## config.mk

```make
export PLATFORM = sky130hd
export DESIGN_NAME = mux_rr_scheduler
export DESIGN_NICKNAME = d
export VERILOG_FILES = /design/src/rtl/mux_sched_pkg.sv /design/src/rtl/mux_rr_pick.sv /design/src/rtl/mux_rr_scheduler.sv
export SDC_FILE = /design/constraint.sdc
export NUM_CORES = 1
export LEC_CHECK = 0
export BUFFER_PORTS_ARGS = -buffer_cell sky130_fd_sc_hd__clkbuf_2
export CORE_MARGIN = 5
export CORE_UTILIZATION = 35
export DETAILED_ROUTE_END_ITERATION = 10
export HOLD_SLACK_MARGIN = 0.15
export PLACE_DENSITY = 0.54
export SETUP_SLACK_MARGIN = 0.02
export SLEW_MARGIN = 40
export SYNTH_ARGS = -nofsm -noshare
export SYNTH_HDL_FRONTEND = slang
export SYNTH_HIERARCHICAL = 1
export SYNTH_SLANG_ARGS = --single-unit
```

## constraint.sdc

```tcl
create_clock -name clk -period 3.95 [get_ports clk]
set_input_delay 0.395 -clock clk [delete_from_list [all_inputs] [get_ports clk]]
set_output_delay 0.395 -clock clk [all_outputs]
set_load 0.1 [all_outputs]
```

## src/rtl/mux_sched_pkg.sv

```systemverilog
// Shared types, widths and helpers for the time-shared 8:1 mux scheduler.
package mux_sched_pkg;

  localparam int unsigned NUM_CH = 8;
  localparam int unsigned SEL_W  = 3;
  localparam int unsigned CNT_W  = 4;

  typedef enum logic [1:0] {
    IDLE  = 2'd0,
    GRANT = 2'd1,
    GAP   = 2'd2
  } state_t;

  // Captured mux bit together with the channel it was read from
  typedef struct packed {
    logic [SEL_W-1:0] ch;
    logic             data;
  } sample_t;

  function automatic logic [NUM_CH-1:0] onehot8(input logic [SEL_W-1:0] sel);
    return NUM_CH'(1) << sel;
  endfunction

endpackage

```

## src/rtl/mux_rr_pick.sv

```systemverilog
// Rotate-priority encoder: first set request at or above ptr, wrapping 7->0.
// With MUX_SCHED_FIXED_PRIO_EN defined, lowest index wins and ptr is ignored.
module mux_rr_pick
  import mux_sched_pkg::*;
(
  input  logic [NUM_CH-1:0] req,
  input  logic [SEL_W-1:0]  ptr,
  output logic [SEL_W-1:0]  pick,
  output logic              any
);

`ifdef MUX_SCHED_FIXED_PRIO_EN
  logic unused_ptr;
  assign unused_ptr = ^ptr;

  always_comb begin
    pick = '0;
    any  = |req;
    for (int i = NUM_CH - 1; i >= 0; i--) begin
      if (req[i]) pick = SEL_W'(i);
    end
  end
`else
  logic [SEL_W-1:0] idx;

  // Scan offsets high to low so the smallest offset from ptr wins
  always_comb begin
    pick = '0;
    any  = |req;
    idx  = '0;
    for (int k = NUM_CH - 1; k >= 0; k--) begin
      idx = SEL_W'(ptr + SEL_W'(k));
      if (req[idx]) pick = idx;
    end
  end
`endif

endmodule

```

## src/rtl/mux_rr_scheduler.sv

```systemverilog
// Round-robin time-sharing of an 8:1 bit mux: grant, hold, sample, turnaround.
// Optional MUX_SCHED_FIXED_PRIO_EN replaces round-robin with lowest-index priority.
module mux_rr_scheduler
  import mux_sched_pkg::*;
#(
  parameter int unsigned HOLD_CYCLES = 4
) (
  input  logic              clk,
  input  logic              rst_n,
  input  logic [NUM_CH-1:0] req,
  input  logic              mux_in,
  output logic [SEL_W-1:0]  sel,
  output logic [NUM_CH-1:0] gnt,
  output logic              gnt_valid,
  output logic              sample_out,
  output logic              sample_valid,
  output logic [SEL_W-1:0]  sample_ch
);

  state_t             state_q, state_d;
  logic [CNT_W-1:0]   cnt_q, cnt_d;
  logic [SEL_W-1:0]   sel_d;
  logic [NUM_CH-1:0]  gnt_d;
  logic               gnt_valid_d;
  logic               sample_valid_d;
  sample_t            sample_q, sample_d;
  logic [SEL_W-1:0]   pick;
  logic               any;
  logic [SEL_W-1:0]   ptr_in;

`ifdef MUX_SCHED_FIXED_PRIO_EN
  assign ptr_in = '0;
`else
  logic [SEL_W-1:0]   ptr_q, ptr_d;
  assign ptr_in = ptr_q;
`endif

  mux_rr_pick u_pick (
    .req  (req),
    .ptr  (ptr_in),
    .pick (pick),
    .any  (any)
  );

  assign sample_out = sample_q.data;
  assign sample_ch  = sample_q.ch;

  // Next-state and next-output logic
  always_comb begin
    state_d        = state_q;
    cnt_d          = cnt_q;
    sel_d          = sel;
    gnt_d          = gnt;
    gnt_valid_d    = gnt_valid;
    sample_d       = sample_q;
    sample_valid_d = 1'b0;
`ifndef MUX_SCHED_FIXED_PRIO_EN
    ptr_d          = ptr_q;
`endif
    case (state_q)
      IDLE: begin
        if (any) begin
          sel_d       = pick;
          gnt_d       = onehot8(pick);
          gnt_valid_d = 1'b1;
          cnt_d       = '0;
          state_d     = GRANT;
        end
      end
      GRANT: begin
        if (!req[sel] || cnt_q == CNT_W'(HOLD_CYCLES - 1)) begin
          // Window ends either way; only a completed window is sampled
          state_d     = GAP;
          gnt_d       = '0;
          gnt_valid_d = 1'b0;
`ifndef MUX_SCHED_FIXED_PRIO_EN
          ptr_d       = SEL_W'(sel + SEL_W'(1));
`endif
          if (req[sel]) begin
            sample_d.data  = mux_in;
            sample_d.ch    = sel;
            sample_valid_d = 1'b1;
          end
        end else begin
          cnt_d = CNT_W'(cnt_q + CNT_W'(1));
        end
      end
      GAP: begin
        state_d = IDLE;
      end
      default: begin
        state_d = IDLE;
      end
    endcase
  end

  always_ff @(posedge clk or negedge rst_n) begin
    if (!rst_n) begin
      state_q      <= IDLE;
      cnt_q        <= '0;
      sel          <= '0;
      gnt          <= '0;
      gnt_valid    <= 1'b0;
      sample_q     <= '0;
      sample_valid <= 1'b0;
`ifndef MUX_SCHED_FIXED_PRIO_EN
      ptr_q        <= '0;
`endif
    end else begin
      state_q      <= state_d;
      cnt_q        <= cnt_d;
      sel          <= sel_d;
      gnt          <= gnt_d;
      gnt_valid    <= gnt_valid_d;
      sample_q     <= sample_d;
      sample_valid <= sample_valid_d;
`ifndef MUX_SCHED_FIXED_PRIO_EN
      ptr_q        <= ptr_d;
`endif
    end
  end

endmodule
```

==> Word level (Yosys, flattened, before mapping) <==
Index checks and enable logic that the tools add are counted.
{ "op_classes": {"n_reduce_logical": 11, "magnitude_cmp": 9, "n_addsub": 9, "n_shift": 1, "muxes": 41, "eq_ne": 5} }
{ "op_table": {"columns": ["operator", "count"], "rows": [
  ["$lt 3x4->1 const B", 9],
  ["$bmux 1 s3", 9],
  ["$mux 3", 8],
  ["$mux 8", 2],
  ["$pmux 8 s2", 1],
  ["$mux 1", 14],
  ["$add 3x3->3 const B", 4],
  ["$reduce_and 3->1", 3],
  ["$mux 4", 2],
  ["$pmux 4 s2", 1],
  ["$reduce_or 8->1", 1],
  ["$shl 1x3->8 const A", 1],
  ["$add 3x1->3 const B", 2],
  ["$add 3x2->3 const B", 2],
  ["$ne 2x2->1 const B", 3],
  ["$reduce_and 2->1", 3],
  ["$add 4x1->4 const B", 1],
  ["$eq 4x2->1 const B", 1],
  ["$mux 2", 2],
  ["$pmux 2 s2", 1],
  ["$eq 2x1->1 const B", 1],
  ["$logic_not 2->1", 1],
  ["$pmux 1 s2", 1],
  ["$reduce_bool 2->1", 1],
  ["2 further kinds", 2]
]} }
{ "word_totals": {"in_bits": 11, "out_inout_bits": 17, "word_cells": 85, "reg_bits": 26} }

==> Logic depth before layout (Yosys ltp) <==
{ "logic_depth": {"depth_word": 14, "depth_mapped": 14, "depth_no_buf": 10} }

==> Cells and area by module <==
Netlist, hierarchy kept.
{ "by_module_without_submodules": {"columns": ["mod", "instances", "cells_per_inst", "seq_area_each_um2", "area_per_inst_um2"], "rows": [
  ["mux_rr_scheduler", 1, 114, 650.6, 1325.0],
  ["mux_rr_pick", 1, 85, 0.0, 792.0]
]} }

==> Worst setup path after synthesis <==
OpenSTA, ideal clock, no wires.
{ "synth_timing": {"path_kind": "reg2reg", "from": "register ptr_q[1] (netlist: ptr_in[1])", "to": "register gnt[0]", "arrival_time_ns": 3.433, "setup_ns": 0.077, "path_stages_with_launch": 13, "period_less_slack_ns": 3.510, "required_ns": 3.873, "n_path_buf": 4, "setup_slack_ns": 0.440, "path_cell_list": "dfrtp_1 -> buf_2 -> buf_2 -> inv_1 -> ha_1 -> clkbuf_1 -> mux4_1 -> mux2_4 -> o311a_1 -> o311a_1 -> clkbuf_1 -> or4_1 -> o21ai_1"} }
{ "synth_between": {"elab_chain_cells": 14, "word_cells_on_any_way": 34, "cone_classes": "7 x add/sub; 1 x shift; 26 x mux"} }
{ "synth_lines": {"columns": ["element", "line", "rtl"], "rows": [
  ["start: declaration", "mux_rr_scheduler.sv:34", "logic [SEL_W-1:0] ptr_q, ptr_d;"],
  ["start signal: assignment", "mux_rr_scheduler.sv:118", "ptr_q <= ptr_d;"],
  ["$add 3x3->3", "mux_rr_pick.sv:32", "idx = SEL_W'(ptr + SEL_W'(k));"],
  ["$bmux 1 s3", "mux_rr_pick.sv:33", "if (req[idx]) pick = idx;"],
  ["$mux 1 (implied by the code)", "mux_rr_pick.sv:33", null],
  ["$mux 3 (7 in series)", "mux_rr_pick.sv:33", null],
  ["$mux 3 (*)", "mux_rr_pick.sv:33", null],
  ["named net pick[0]", "mux_rr_scheduler.sv:27", "logic [SEL_W-1:0] pick;"],
  ["$shl 1x3->8 (*)", "mux_sched_pkg.sv:21", "return NUM_CH'(1) << sel;"],
  ["$mux 8 (*)", "mux_rr_scheduler.sv:62", "if (any) begin"],
  ["$pmux 8 s2 (*)", "mux_rr_scheduler.sv:60", "case (state_q)"],
  ["end signal: assignment", "mux_rr_scheduler.sv:113", "gnt <= gnt_d;"],
  ["end: declaration", "mux_rr_scheduler.sv:13", "output logic [NUM_CH-1:0] gnt,"]
]} }
The timed path passes the listed nets; every way through them passes the cells marked *. The select of a mux whose other input is x is not followed.
A chain may end at the register's enable or synchronous reset.

==> Final worst setup path <==
{ "layout_timing": {"from": "register ptr_q[0] (netlist: ptr_in[0])", "to": "register gnt[0]"} }
The elaborated chain is that of the path after synthesis.

==> flow_summary.ini <==
[synth]
synth_warnings = 6
synth-async-reset-ratio_pct = 100
synth_edf_count = 0
yosys_most_used_dff = dfrtp_1
ys_types = 52
avgSynthCellArea_um2 = 10.6
syn_inst = 199
ys_seq_area_share_pct = 30.7
syn-num-nets = 214
synth-seq-cells = 26
syn_area_mm2 = 0.00212

[grt]
grt_max_degree = 27
grt_pass1_vias = 1584
overflow = 0
grt_pass1_wl_um = 7960
grtUsageTotal_pct = 12.6
antenna_found_initial = 0

[place]
dpl.cell_count = 292
place_ws_ns = 0.576
io_buffers = 27
gp_congestion = 0.812
hpwl_um = 3380

[detailed_routing]
met1_length_um = 2300
top_layer = met4
vias = 1620
drtAntennaViolNets = 0
wl_met2_um = 2130
dr.pass1.iters = 4
drtIter0Drc = 69
totalWireLength_um = 4620
via_per_inst = 5.47
route.met3.wl_um = 160
drc = 0
wl_per_cell_um = 15.6

[clock_tree]
cts_buffers = 3
h-tree-depth = 1
cts_resized = 0
path_clk_slew_ns = 0.09
clock_latency_ns = 0.26
cts.path.max_buffers = 2
clock-sinks = 26
cts.hold.buffers_added = 0
cts_tree = built
cts_root_buf = clkbuf_8
post-cts-setup-buffer-count = 0

[run]
maxCapViolations = 0

[critical_path]
slowest_stage = dfrtp_1
critPathTopFamily = compound AO/OA/AOI/OAI gates
crit_path_max_fanout = 9
max_stage_delay_ns = 0.56
critPathCaptureType = flop
timing.critical_path.buf_inv = 1
critPathRequiredTime_ns = 4.14
cp-start-kind = flop
worstPathCellList = inv_1 > ha_1 > mux4_1 > mux2_4 > o311a_1 > o311a_1 > or4_1 > o21ai_1
critPathLaunch = ptr_in[0]$_DFFE_PN0P_
timing_worst_setup_path_type = reg -> reg
arrival_ns = 3.62
reg2reg_from = ptr_in[0]$_DFFE_PN0P_
critPathMostFrequentCell = o311a_1

[sta]
timing_hold_violations_final = 0
fmax_mhz = 292
timing.slew.headroom_pct = 56.5
slew_violations = 0
fin_crit_ns = 3.42
setup_ws_ns = 0.526
rsz0062_at_grt = no
fin_crit_sh_pct = 86.7
setup_tns_ns = 0
worst_pin_slew_ns = 0.653
setup_viol = 0
finalClockSkew_ns = 0.00377

[die]
rows = 28
dieWidth_um = 87.8
ios = 28
core-area_mm2 = 0.00589
die-area_mm2 = 0.00770
die_h_um = 87.8
start_util_pct = 36.0

[outcome]
outcome = finished, final reports clean

[layout]
mostFrequentLayoutCells = clkbuf_2 (27), dfrtp_1 (26), nand2_1 (24), mux2i_1 (12), nor2_1 (12)
syn_to_final_growth_pct = 11.2
fin_util_pct = 40.0
n_antenna_cell = 0
final_cells = 296
nets = 237
final_common_cell = clkbuf_2
drive_gt1_share_pct = 30.8

[worst_hold_path]
hold_class = in -> async
## registers in the layout, indices dropped and copies added, names as in the netlist
name and flops:
gnt 8, sel 3, sample_valid 1, sample_out 1
sample_ch 3, gnt_valid 1, ptr_in 3, state_q 2
cnt_q 4
## worst paths after layout
kind | end | slack, ns | cells after the start
min | sample_out$_DFFE_PN0P_ | 0.14 | 1
min reg2reg | sample_ch[2]$_DFFE_PN0P_ | 0.50 | 1
max in group asynchronous | sel[0]$_DFFE_PN0P_ | 3.38 | 1
max reg2reg | gnt[0]$_DFFE_PN0P_ | 0.53 | 8
max | gnt[0]$_DFFE_PN0P_ | 0.53 | 8
min in group clk | sample_out$_DFFE_PN0P_ | 0.36 | 2
## worst reg2reg max path, delay by kind of cell, from the launching register on
| kind | cells | cell delay [ns] |
|---|---|---|
| AO/OA/AOI/OAI | 3 | 0.83 |
| multiplexers | 2 | 0.78 |
| adder cells (fa/ha/maj) | 1 | 0.49 |
| AND/OR/NAND/NOR | 1 | 0.53 |
| flip-flops | 1 | 0.56 |
| buffers and inverters | 1 | 0.17 |
## cells by family (layout without fill, tap and decap cells)
kind of cell,after synthesis,in the layout,synth area share (%)
AND/OR/NAND/NOR,61,61,16.0
AO/OA/AOI/OAI,43,43,16.4
multiplexers,38,38,27.3
flip-flops,26,26,30.7
buffers and inverters,22,44,5.14
XOR/XNOR,5,5,2.07
adder cells (fa/ha/maj),4,4,2.36
## metal layers
metal  vias up  track usage [%]
li1        794                -
met1       791             18.3
met2        31             20.3
met3         4             1.60
met4         0             2.23
met5         -                0
## layout make-up
cell class,instances,area (µm²)
well taps,75,93.8
repair buffers,30,158
flip-flops and latches,26,651
inverters,10,37.5
clock buffers,4,55.1
fillers,593,3530
multi-input cells,151,1360
## synthesized netlist by cell type (2+ instances only)
master | instances | area share [%]
xor2_1 | 4 | 1.7
o21ai_1 | 3 | 0.71
clkbuf_1 | 6 | 1.1
nand2_1 | 25 | 4.4
mux4_2 | 9 | 9.6
mux4_1 | 3 | 3.7
buf_6 | 3 | 1.6
ha_1 | 4 | 2.4
nand3b_1 | 4 | 1.4
mux2_4 | 5 | 3.5
buf_2 | 3 | 0.71
inv_1 | 10 | 1.8
nor2_1 | 12 | 2.1
mux2_1 | 4 | 2.1
o211ai_1 | 2 | 0.71
o311a_1 | 2 | 0.95
a22oi_1 | 4 | 1.4
o21ai_0 | 3 | 0.71
and2b_1 | 2 | 0.71
nor4_1 | 2 | 0.59
nand3_1 | 3 | 0.71
and2_1 | 2 | 0.59
o22ai_2 | 4 | 2.4
a21oi_1 | 10 | 2.4
dfrtp_1 | 26 | 31
o22ai_1 | 3 | 0.89
mux2_2 | 5 | 2.7
mux2i_1 | 12 | 5.7
## metrics by stage
stage | instance area [µm²] | hold slack (ns)
floorplan | 2120 | 0.0994
global placement | 2300 | 0.459
detailed placement | 2300 | 0.466
CTS | 2350 | 0.166
global route | 2350 | 0.201
finish | 2350 | 0.137
Power is not shown: default switching activity piles up to over one toggle a cycle in this logic, so the estimate is an artifact.
